===== src/rtl/fetch_req_queue.sv =====
// Instruction fetch front end: issues in-order memory requests and tracks their PCs.
// Collects responses into a small instruction buffer; redirects drain stale responses.
module fetch_req_queue #(
  parameter int unsigned       ADDR_W     = 32,
  parameter int unsigned       MAX_OUT    = 4,
  parameter int unsigned       IBUF_DEPTH = 4,
  parameter logic [ADDR_W-1:0] RESET_PC   = 32'h1C00_0000
) (
  input  logic              clk,
  input  logic              reset,
  input  logic              redirect_valid,
  input  logic [ADDR_W-1:0] redirect_pc,
  output logic              inst_req,
  output logic [ADDR_W-1:0] inst_addr,
  input  logic              inst_addr_ok,
  input  logic              inst_data_ok,
  input  logic [31:0]       inst_rdata,
  output logic              out_valid,
  input  logic              out_ready,
  output logic [ADDR_W-1:0] out_pc,
  output logic [31:0]       out_inst,
  output logic              out_adef
);

  localparam int unsigned CntW   = $clog2(MAX_OUT + 1);
  localparam int unsigned PtrW   = (MAX_OUT > 1) ? $clog2(MAX_OUT) : 1;
  localparam int unsigned IbPtrW = $clog2(IBUF_DEPTH);
  localparam int unsigned IbCntW = IbPtrW + 1;

  typedef struct packed {
    logic [ADDR_W-1:0] pc;
    logic [31:0]       inst;
    logic              adef;
  } ibuf_entry_t;

  logic [ADDR_W-1:0] pc_q, pc_d;
  logic [CntW-1:0]   inflight_q, inflight_d, discard_q, discard_d, live;
  logic              halt_q, halt_d;

  logic [ADDR_W-1:0] pcf_mem [2**PtrW];
  logic [PtrW-1:0]   pcf_wr_q, pcf_rd_q;

  ibuf_entry_t       ibuf_mem [IBUF_DEPTH];
  ibuf_entry_t       ib_wdata;
  logic [IbPtrW-1:0] ib_wr_q, ib_rd_q;
  logic [IbCntW-1:0] ib_cnt_q, ib_cnt_d;

  logic        aligned, ib_full, req_fire, rsp, rsp_drop, rsp_keep, adef_push, ib_push, ib_pop;
  logic [31:0] occupancy;

  // Non-discarded in-flight requests still need an IBUF slot reserved for their response.
  assign live      = inflight_q - discard_q;
  assign occupancy = 32'(live) + 32'(ib_cnt_q);
  assign aligned   = (pc_q[1:0] == 2'b00);
  assign ib_full   = (ib_cnt_q == IbCntW'(IBUF_DEPTH));

  assign inst_req  = ~redirect_valid & ~halt_q & aligned &
                     (inflight_q < CntW'(MAX_OUT)) & (occupancy < IBUF_DEPTH);
  assign inst_addr = pc_q;
  assign req_fire  = inst_req & inst_addr_ok;

  assign rsp       = inst_data_ok & (inflight_q != '0);
  assign rsp_drop  = rsp & (discard_q != '0);
  assign rsp_keep  = rsp & (discard_q == '0) & ~redirect_valid;
  assign adef_push = ~redirect_valid & ~halt_q & ~aligned & (live == '0) & ~ib_full;
  assign ib_push   = rsp_keep | adef_push;

  assign out_valid = (ib_cnt_q != '0) & ~redirect_valid;
  assign ib_pop    = out_valid & out_ready;
  assign out_pc    = ibuf_mem[ib_rd_q].pc;
  assign out_inst  = ibuf_mem[ib_rd_q].inst;
  assign out_adef  = ibuf_mem[ib_rd_q].adef;

  always_comb begin
    ib_wdata = '{pc: pcf_mem[pcf_rd_q], inst: inst_rdata, adef: 1'b0};
    if (adef_push) begin
      ib_wdata = '{pc: pc_q, inst: '0, adef: 1'b1};
    end
  end

  always_comb begin
    pc_d       = pc_q;
    inflight_d = inflight_q;
    discard_d  = discard_q;
    halt_d     = halt_q;
    ib_cnt_d   = ib_cnt_q;
    if (redirect_valid) begin
      // Everything still outstanding becomes a response to throw away.
      pc_d       = redirect_pc;
      inflight_d = inflight_q - CntW'(rsp);
      discard_d  = inflight_d;
      halt_d     = 1'b0;
      ib_cnt_d   = '0;
    end else begin
      if (req_fire) begin
        pc_d = pc_q + ADDR_W'(4);
      end
      inflight_d = inflight_q + CntW'(req_fire) - CntW'(rsp);
      if (rsp_drop) begin
        discard_d = discard_q - CntW'(1);
      end
      if (adef_push) begin
        halt_d = 1'b1;
      end
      ib_cnt_d = ib_cnt_q + IbCntW'(ib_push) - IbCntW'(ib_pop);
    end
  end

  always_ff @(posedge clk) begin
    if (reset) begin
      pc_q       <= RESET_PC;
      inflight_q <= '0;
      discard_q  <= '0;
      halt_q     <= 1'b0;
      ib_cnt_q   <= '0;
      ib_wr_q    <= '0;
      ib_rd_q    <= '0;
      pcf_wr_q   <= '0;
      pcf_rd_q   <= '0;
    end else begin
      pc_q       <= pc_d;
      inflight_q <= inflight_d;
      discard_q  <= discard_d;
      halt_q     <= halt_d;
      ib_cnt_q   <= ib_cnt_d;
      if (redirect_valid) begin
        ib_wr_q  <= '0;
        ib_rd_q  <= '0;
        pcf_wr_q <= '0;
        pcf_rd_q <= '0;
      end else begin
        if (req_fire) pcf_wr_q <= pcf_wr_q + PtrW'(1);
        if (rsp_keep) pcf_rd_q <= pcf_rd_q + PtrW'(1);
        if (ib_push)  ib_wr_q  <= ib_wr_q + IbPtrW'(1);
        if (ib_pop)   ib_rd_q  <= ib_rd_q + IbPtrW'(1);
      end
    end
  end

  always_ff @(posedge clk) begin
    if (req_fire) pcf_mem[pcf_wr_q] <= pc_q;
    if (ib_push)  ibuf_mem[ib_wr_q] <= ib_wdata;
  end

endmodule


===== config.mk =====
export PLATFORM = sky130hd
export DESIGN_NAME = fetch_req_queue
export DESIGN_NICKNAME = d
export VERILOG_FILES = /design/src/rtl/fetch_req_queue.sv
export SDC_FILE = /design/constraint.sdc
export NUM_CORES = 1
export LEC_CHECK = 0
export ABC_AREA = 1
export ABC_CLOCK_PERIOD_IN_PS = 6050
export CORE_MARGIN = 5
export CORE_UTILIZATION = 36
export DETAILED_ROUTE_END_ITERATION = 7
export GPL_TIMING_DRIVEN = 0
export PLACE_DENSITY_LB_ADDON = 0.15
export SLEW_MARGIN = 20
export SYNTH_ARGS = -nofsm -noshare
export SYNTH_HDL_FRONTEND = slang
export SYNTH_SLANG_ARGS = --single-unit

===== constraint.sdc =====
create_clock -name clk -period 6.05 [get_ports clk]
set_input_delay 0.9075 -clock clk [delete_from_list [all_inputs] [get_ports clk]]
set_output_delay 0.9075 -clock clk [all_outputs]
set_load 0.005 [all_outputs]

==> results.sh, run 1 <==
export IMPL_setup_viol=0
export IMPL_fmax_mhz=239
export IMPL_postCtsSetupBuffers=0
export IMPL_drv_slew=0
export IMPL_cts_root_buffer="clkbuf_16"
export IMPL_period_needed_ns=4.18
export IMPL_syn2layout_area_growth_pct=24.6
export IMPL_viasPerCell=5.01
export IMPL_gp_congestion=0.946
export IMPL_antenna_found_initial=0
export IMPL_power_density_nw_per_um2=349
export IMPL_synth_edf_count=388
export IMPL_drive_above_1_share_pct=7.64
export IMPL_cp_arrival_ns=3.27
export IMPL_grt_usage_pct=18.3
export IMPL_skew_ns=0.0132
export IMPL_fin_tns_setup_ns=0
export IMPL_cts_max_level=2
export IMPL_drt_wl_total_mm=52.3
export IMPL_path_max_fanout=3
export IMPL_syn_instance_count=1637
export IMPL_holdWs_ns=0.475
export IMPL_die_w_um=236
export IMPL_syn_nets=1730
export IMPL_critPathKind="register to output pin"
export IMPL_synth_seq_cells=442
export IMPL_postRouteAntennaNets=0
export IMPL_io_pins=169
export IMPL_grt_pass1_wl_mm=79.3
export IMPL_port_buffer_count=167
export IMPL_rsz0062_at_grt="false"
export IMPL_fillers=4632
export IMPL_dr_pass1_iters=8
export IMPL_ff2ff_setup_slack_ns=2.19
export IMPL_dr_first_iter_drc_count=936
export IMPL_holdBufCountCts=0
export IMPL_clk_path_buf_depth=3
export IMPL_synth_cell_types=38
export IMPL_avgSynthCellArea_sq_um=11.2
export IMPL_relSlewSlack_pct=34.2
export IMPL_power_leakage_uw=0.00805
export IMPL_setup_worst_path_start_class="register"
export IMPL_cts_made_buffers=48
export IMPL_status="completed"
export IMPL_grt_ovfl_total=0
export IMPL_holdCritPathClass="register to register"
export IMPL_cts_sinks=442
export IMPL_grt_max_degree=23
export IMPL_start_util_pct=36.5
export IMPL_end_kind="output pin"
export IMPL_wl_per_cell_um=20.2
export IMPL_antenna_cells=0
export IMPL_clkTransAtPathRegs_ns=0.06
export IMPL_ys_async_sr_fraction_pct=0
export IMPL_worstPathRequired_ns=5.14
export IMPL_grt_pass1_vias=13100
export IMPL_ir_worst_vdd_mv=0.177
export IMPL_drc_errors=0
export IMPL_ctsResizeCount=0
export IMPL_yosysSeqAreaShare_pct=69.2
export IMPL_core_sq_um=50400
export IMPL_tritoncts="built"
export IMPL_fin_crit_sh_pct=69.1
export IMPL_synth_ff_type="edfxtp_1"
export IMPL_fp_row_count=82
export IMPL_worst_pin_slew_ns=0.984
export IMPL_syn_cell_area_sq_um=18400
export IMPL_final_nets=1965
export IMPL_die_h_um=236
export IMPL_num_vias=12900
export IMPL_seqCellArea_sq_um=12700
export IMPL_hold_viol=0
export IMPL_yosysWarnings=0
export IMPL_die_area_sq_um=55700
export IMPL_hpwl_mm=36.9
export IMPL_maxCapViolations=0
export IMPL_multi_input_area_sq_um=4850
export IMPL_clock_latency_ns=0.59
[critical path, cell delays in order, from the launching register on]
cell and delay [ns]:
dfxtp_1 0.31, inv_1 0.10, ha_1 0.16, inv_1 0.05, fa_1 0.37, xnor2_1 0.22
inv_1 0.06, ha_1 0.27, nor2_1 0.09, nand2_1 0.06, nor2_1 0.28, nand2_1 0.14
inv_1 0.08, clkdlybuf4s50_1 0.50
[logic make-up after synthesis]
group	count (synthesis)	share of synthesized area, %
adders and majority gates	23	1.69
buffers and inverters	209	4.75
xor gates and xnor gates	12	0.571
DFF	442	69.2
and+or+nand+nor	560	12.0
AOI/OAI and AO/OA	391	11.7
[synthesized netlist by cell type (2+ instances only)]
cell type  number  area [sq um]
o21ai_0       223          1120
nand2_1       182           683
inv_1         121           454
inv_2           4          15.0
buf_1           4          15.0
xor2_1          9          78.8
a31oi_1        11          68.8
buf_4           3          22.5
buf_2          12          60.1
buf_6           7          78.8
ha_1           20           250
nor2_4          2          22.5
o21ai_2        16           140
xnor2_1         3          26.3
clkbuf_1       56           210
o22ai_1        94           588
nand4_1         3          18.8
a21oi_1        29           145
nor2_1        326          1220
dfxtp_1        54          1080
a22oi_1         2          15.0
edfxtp_1      388         11700
fa_1            3          60.1
nor3_1          4          20.0
o21ai_1        14          70.1
nand3_1        35           175
[sequential cells by signal (all words and copies together), names as in the netlist, 3 cells and up, named ones only]
name        cells
pcf_mem       128
discard_q       3
inflight_q      3
ibuf_mem      260
inst_addr      32
ib_cnt_q        3
[placed cells by master (no fill, tap or decap), drive strengths merged]
cell type	n
inv	127
a211oi	1
buf	45
clkinv	19
o22ai	94
dfxtp	54
o21ai	253
nor3	5
clkbuf	125
a31oi	11
xor2	9
a22oi	2
fa	3
nand4	3
nand3	36
a21oi	29
xnor2	3
o21a	1
or2	2
edfxtp	388
and3	1
nor2	329
nand2	183
bufinv	1
ha	20
clkdlybuf4s50	167
and2	1
[final cells by class]
type / instances / area share, %
multi-input combinational: 986 / 21.1
timing repair buffer: 185 / 9.29
clock buffer: 69 / 5.89
tap: 672 / 3.67
sequential: 442 / 55.5
clock inverter: 21 / 0.666
buffer: 83 / 1.75
inverter: 126 / 2.06
[where the power goes]
part,leakage [uW],switching (uW),internal (uW)
clock,0.000746,1190,1600
sequential,0.00397,118,3680
combinational,0.00333,848,570
total,0.00805,2160,5850
[path summary, 6_finish.rpt]
| path | start | end | cells after the start |
|---|---|---|---|
| setup / recovery | inflight_q[0]$_SDFF_PP0_ | inst_req | 13 |
| hold / removal | pcf_rd_q[1]$_SDFFE_PP0P_ | pcf_rd_q[1]$_SDFFE_PP0P_ | 2 |
| setup reg to reg | inflight_q[0]$_SDFF_PP0_ | inflight_q[2]$_SDFF_PP0_ | 20 |
| hold reg to reg | pcf_rd_q[1]$_SDFFE_PP0P_ | pcf_rd_q[1]$_SDFFE_PP0P_ | 2 |
[metrics by stage]
step	instances	total power [uW]	instance area (sq um)	setup WS, ns	utilization (%)
floorplan	1637	4550	18400	1.24	-
CTS	2584	8100	22900	1.76	45.5
global route	2584	8370	22900	1.59	45.5
detailed placement	2494	5300	21400	2.07	42.5
finish	2584	8010	22900	1.87	45.5
global placement	2476	5230	20900	-2.03	41.5
[per-layer routing]
| metal | wire length [um] | share of wire, % | GRT usage (%) |
|---|---|---|---|
| met4 | 1750 | 3.3 | 6.09 |
| met1 | 22900 | 44 | 24.5 |
| met5 | 0 | 0 | 0 |
| met3 | 2650 | 5.1 | 3.10 |
| met2 | 24900 | 48 | 30.4 |
Power figures use the tool's default switching activity.
==> run 2: changes to the inputs <==
--- a/config.mk
+++ b/config.mk
@@ -6,7 +6,7 @@
 export NUM_CORES = 1
 export LEC_CHECK = 0
 export ABC_AREA = 1
-export ABC_CLOCK_PERIOD_IN_PS = 6050
+export ABC_CLOCK_PERIOD_IN_PS = 3800
 export CORE_MARGIN = 5
 export CORE_UTILIZATION = 36
 export DETAILED_ROUTE_END_ITERATION = 7
==> constraint.sdc (replaced) <==
create_clock -name clk -period 3.8 [get_ports clk]
set_input_delay 0.57 -clock clk [delete_from_list [all_inputs] [get_ports clk]]
set_output_delay 0.57 -clock clk [all_outputs]
set_load 0.005 [all_outputs]
==> run 2 against run 1 <==
Count of clock-buffer cells in the layout shrank 10. Register-to-register slack lost 1.8 ns. Sequential share of layout area grew 0.16 points. Utilization shrank 0.13 points. First-iteration DRC count shrank 1.4%. Cell count shrank 0.23%. Sequential power grew 59%. Power grew 58%. Non-clock buffer count shrank 1. Die area is the same. Clock power grew 54%. Worst setup slack lost 1.7 ns. Critical endpoint is now out_pc[8]. Largest power group unchanged.
==> results.sh, run 2 (synthesis results as in run 1) <==
export IMPL_clk_path_buf_depth=3
export IMPL_fin_crit_sh_pct=95.1
export IMPL_dpl_instance_area_sq_um=21400
export IMPL_cts_max_level=2
export IMPL_hold_viol=0
export IMPL_final_nets=1963
export IMPL_antenna_cells=0
export IMPL_relSlewSlack_pct=29.6
export IMPL_grt_usage_pct=18.3
export IMPL_clock_latency_ns=0.57
export IMPL_holdCritPathClass="register to register"
export IMPL_clkTransAtPathRegs_ns=0.06
export IMPL_cts_root_buffer="clkbuf_16"
export IMPL_power_density_nw_per_um2=553
export IMPL_cts_sinks=442
export IMPL_path_max_fanout=10
export IMPL_grt_ovfl_total=0
export IMPL_maxCapViolations=0
export IMPL_p_seq_share_pct=47.8
export IMPL_postRouteAntennaNets=0
export IMPL_syn2layout_area_growth_pct=24.3
export IMPL_die_h_um=236
export IMPL_cp_cell_sequence="buf_2 > inv_1 > buf_2 > buf_1 > nor2_1 > o22ai_1 > clkdlybuf4s50_1"
export IMPL_skew_ns=0.0177
export IMPL_final_common_cell="edfxtp_1"
export IMPL_mostFrequentLayoutCells="edfxtp_1 (388), nor2_1 (317), o21ai_0 (223), nand2_1 (182), clkdlybuf4s50_1 (167)"
export IMPL_fmax_mhz=277
export IMPL_power_leakage_uw=0.00800
export IMPL_cp_arrival_ns=3.05
export IMPL_fin_area_sq_um=22900
export IMPL_cts_made_buffers=47
export IMPL_grt_pass1_vias=13100
export IMPL_fin_ws_ns=0.184
export IMPL_rsz0062_at_grt="false"
export IMPL_drv_slew=0
export IMPL_dr_first_iter_drc_count=923
export IMPL_dp_slack_ns=-0.0651
export IMPL_ir_worst_vdd_mv=0.299
export IMPL_grt_pass1_wl_mm=79.2
export IMPL_worst_pin_slew_ns=1.05
export IMPL_holdWs_ns=0.472
export IMPL_fin_util_pct=45.4
export IMPL_totalPowerFinal_uw=12700
export IMPL_worstPathRequired_ns=3.23
export IMPL_drc_errors=0
export IMPL_setup_viol=0
export IMPL_start_util_pct=36.5
export IMPL_grt_max_degree=22
export IMPL_die_area_sq_um=55700
export IMPL_antenna_found_initial=0
export IMPL_crit_path_max_incr_delay_ns=0.56
export IMPL_cpMostUsedCell="buf_2"
export IMPL_switching_power_uw=3390
export IMPL_io_pins=169
export IMPL_hpwl_mm=36.7
export IMPL_gp_congestion=0.922
export IMPL_drive_above_1_share_pct=7.56
export IMPL_setup_worst_path_start_class="register"
export IMPL_swShare_pct=26.8
export IMPL_holdBufCountCts=0
export IMPL_viasPerCell=5.01
export IMPL_tritoncts="built"
export IMPL_largest_reg_flops=260
export IMPL_die_w_um=236
export IMPL_dr_pass1_iters=5
export IMPL_p_comb_share_pct=18.1
export IMPL_drt_wl_total_mm=52.3
export IMPL_status="completed"
export IMPL_end_kind="output pin"
export IMPL_internal_power_uw=9270
export IMPL_p_clk_share_pct=34.1
export IMPL_port_buffer_count=167
export IMPL_wl_per_cell_um=20.3
export IMPL_critPathKind="register to output pin"
export IMPL_period_needed_ns=3.62
export IMPL_num_vias=12900
export IMPL_fp_row_count=82
export IMPL_postCtsSetupBuffers=0
export IMPL_core_sq_um=50400
export IMPL_largest_register="ibuf_mem"
export IMPL_crit_slowest_cell="clkdlybuf4s50_1"
run 2: timing repair:
action                     4_1_cts  5_1_grt
pin swaps                        0        2
resized for setup                2       11
setup endpoints to repair        2       10
run 2: through the flow:
stage | TNS, ns | instances
2_1_floorplan | -262.06 | 1637
3_3_place_gp | -1102.95 | 2476
3_5_place_dp | -0.0651 | 2493
4_1_cts | 0 | 2578
5_1_grt | 0 | 2578
6_report | 0 | 2578
run 2: final cells by class:
type / instances / area (sq um)
inverters: 126 / 473
flip-flops and latches: 442 / 12700
well taps: 672 / 841
multi-input cells: 986 / 4860
clock inverters: 26 / 171
clock buffers: 59 / 1260
fillers: 4684 / 27500
plain buffers: 83 / 412
repair buffers: 184 / 2100
run 2: power by group through the flow:
| stage | logic [uW] | registers (uW) | clock network [uW] |
|---|---|---|---|
| after floorplan | 1150 | 6100 | 0 |
| after global placement | 2140 | 6190 | 0 |
| after detailed placement | 2290 | 6140 | 0 |
| after CTS | 2300 | 6040 | 4400 |
| after global routing | 2530 | 6080 | 4590 |
| final | 2300 | 6040 | 4310 |
run 2: routing by layer:
metal  vias up  wire (um)  GRT usage [%]
met5         -          0              0
met4         0       1750           6.62
met3        92       2530           2.89
met2       363      24700           29.8
met1      6244      23400           25.0
li1       6208          -              -
run 2: critical path: cells and delay by family, from the launching register on:
| family | cells | cell delay (ns) |
|---|---|---|
| AOI/OAI and AO/OA | 1 | 0.28 |
| and+or+nand+nor | 1 | 0.08 |
| DFF | 1 | 0.39 |
| buffers and inverters | 5 | 1.72 |
run 2: final timing paths:
| check | start | endpoint | slack (ns) | depth (start not counted) |
|---|---|---|---|---|
| min reg2reg | pcf_rd_q[1]$_SDFFE_PP0P_ | register | 0.47 | 2 |
| max reg2reg | inflight_q[0]$_SDFF_PP0_ | inflight_q[2]$_SDFF_PP0_ | 0.34 | 20 |
| min | pcf_rd_q[1]$_SDFFE_PP0P_ | register | 0.47 | 2 |
| max | register | out_pc[8] | 0.18 | 7 |
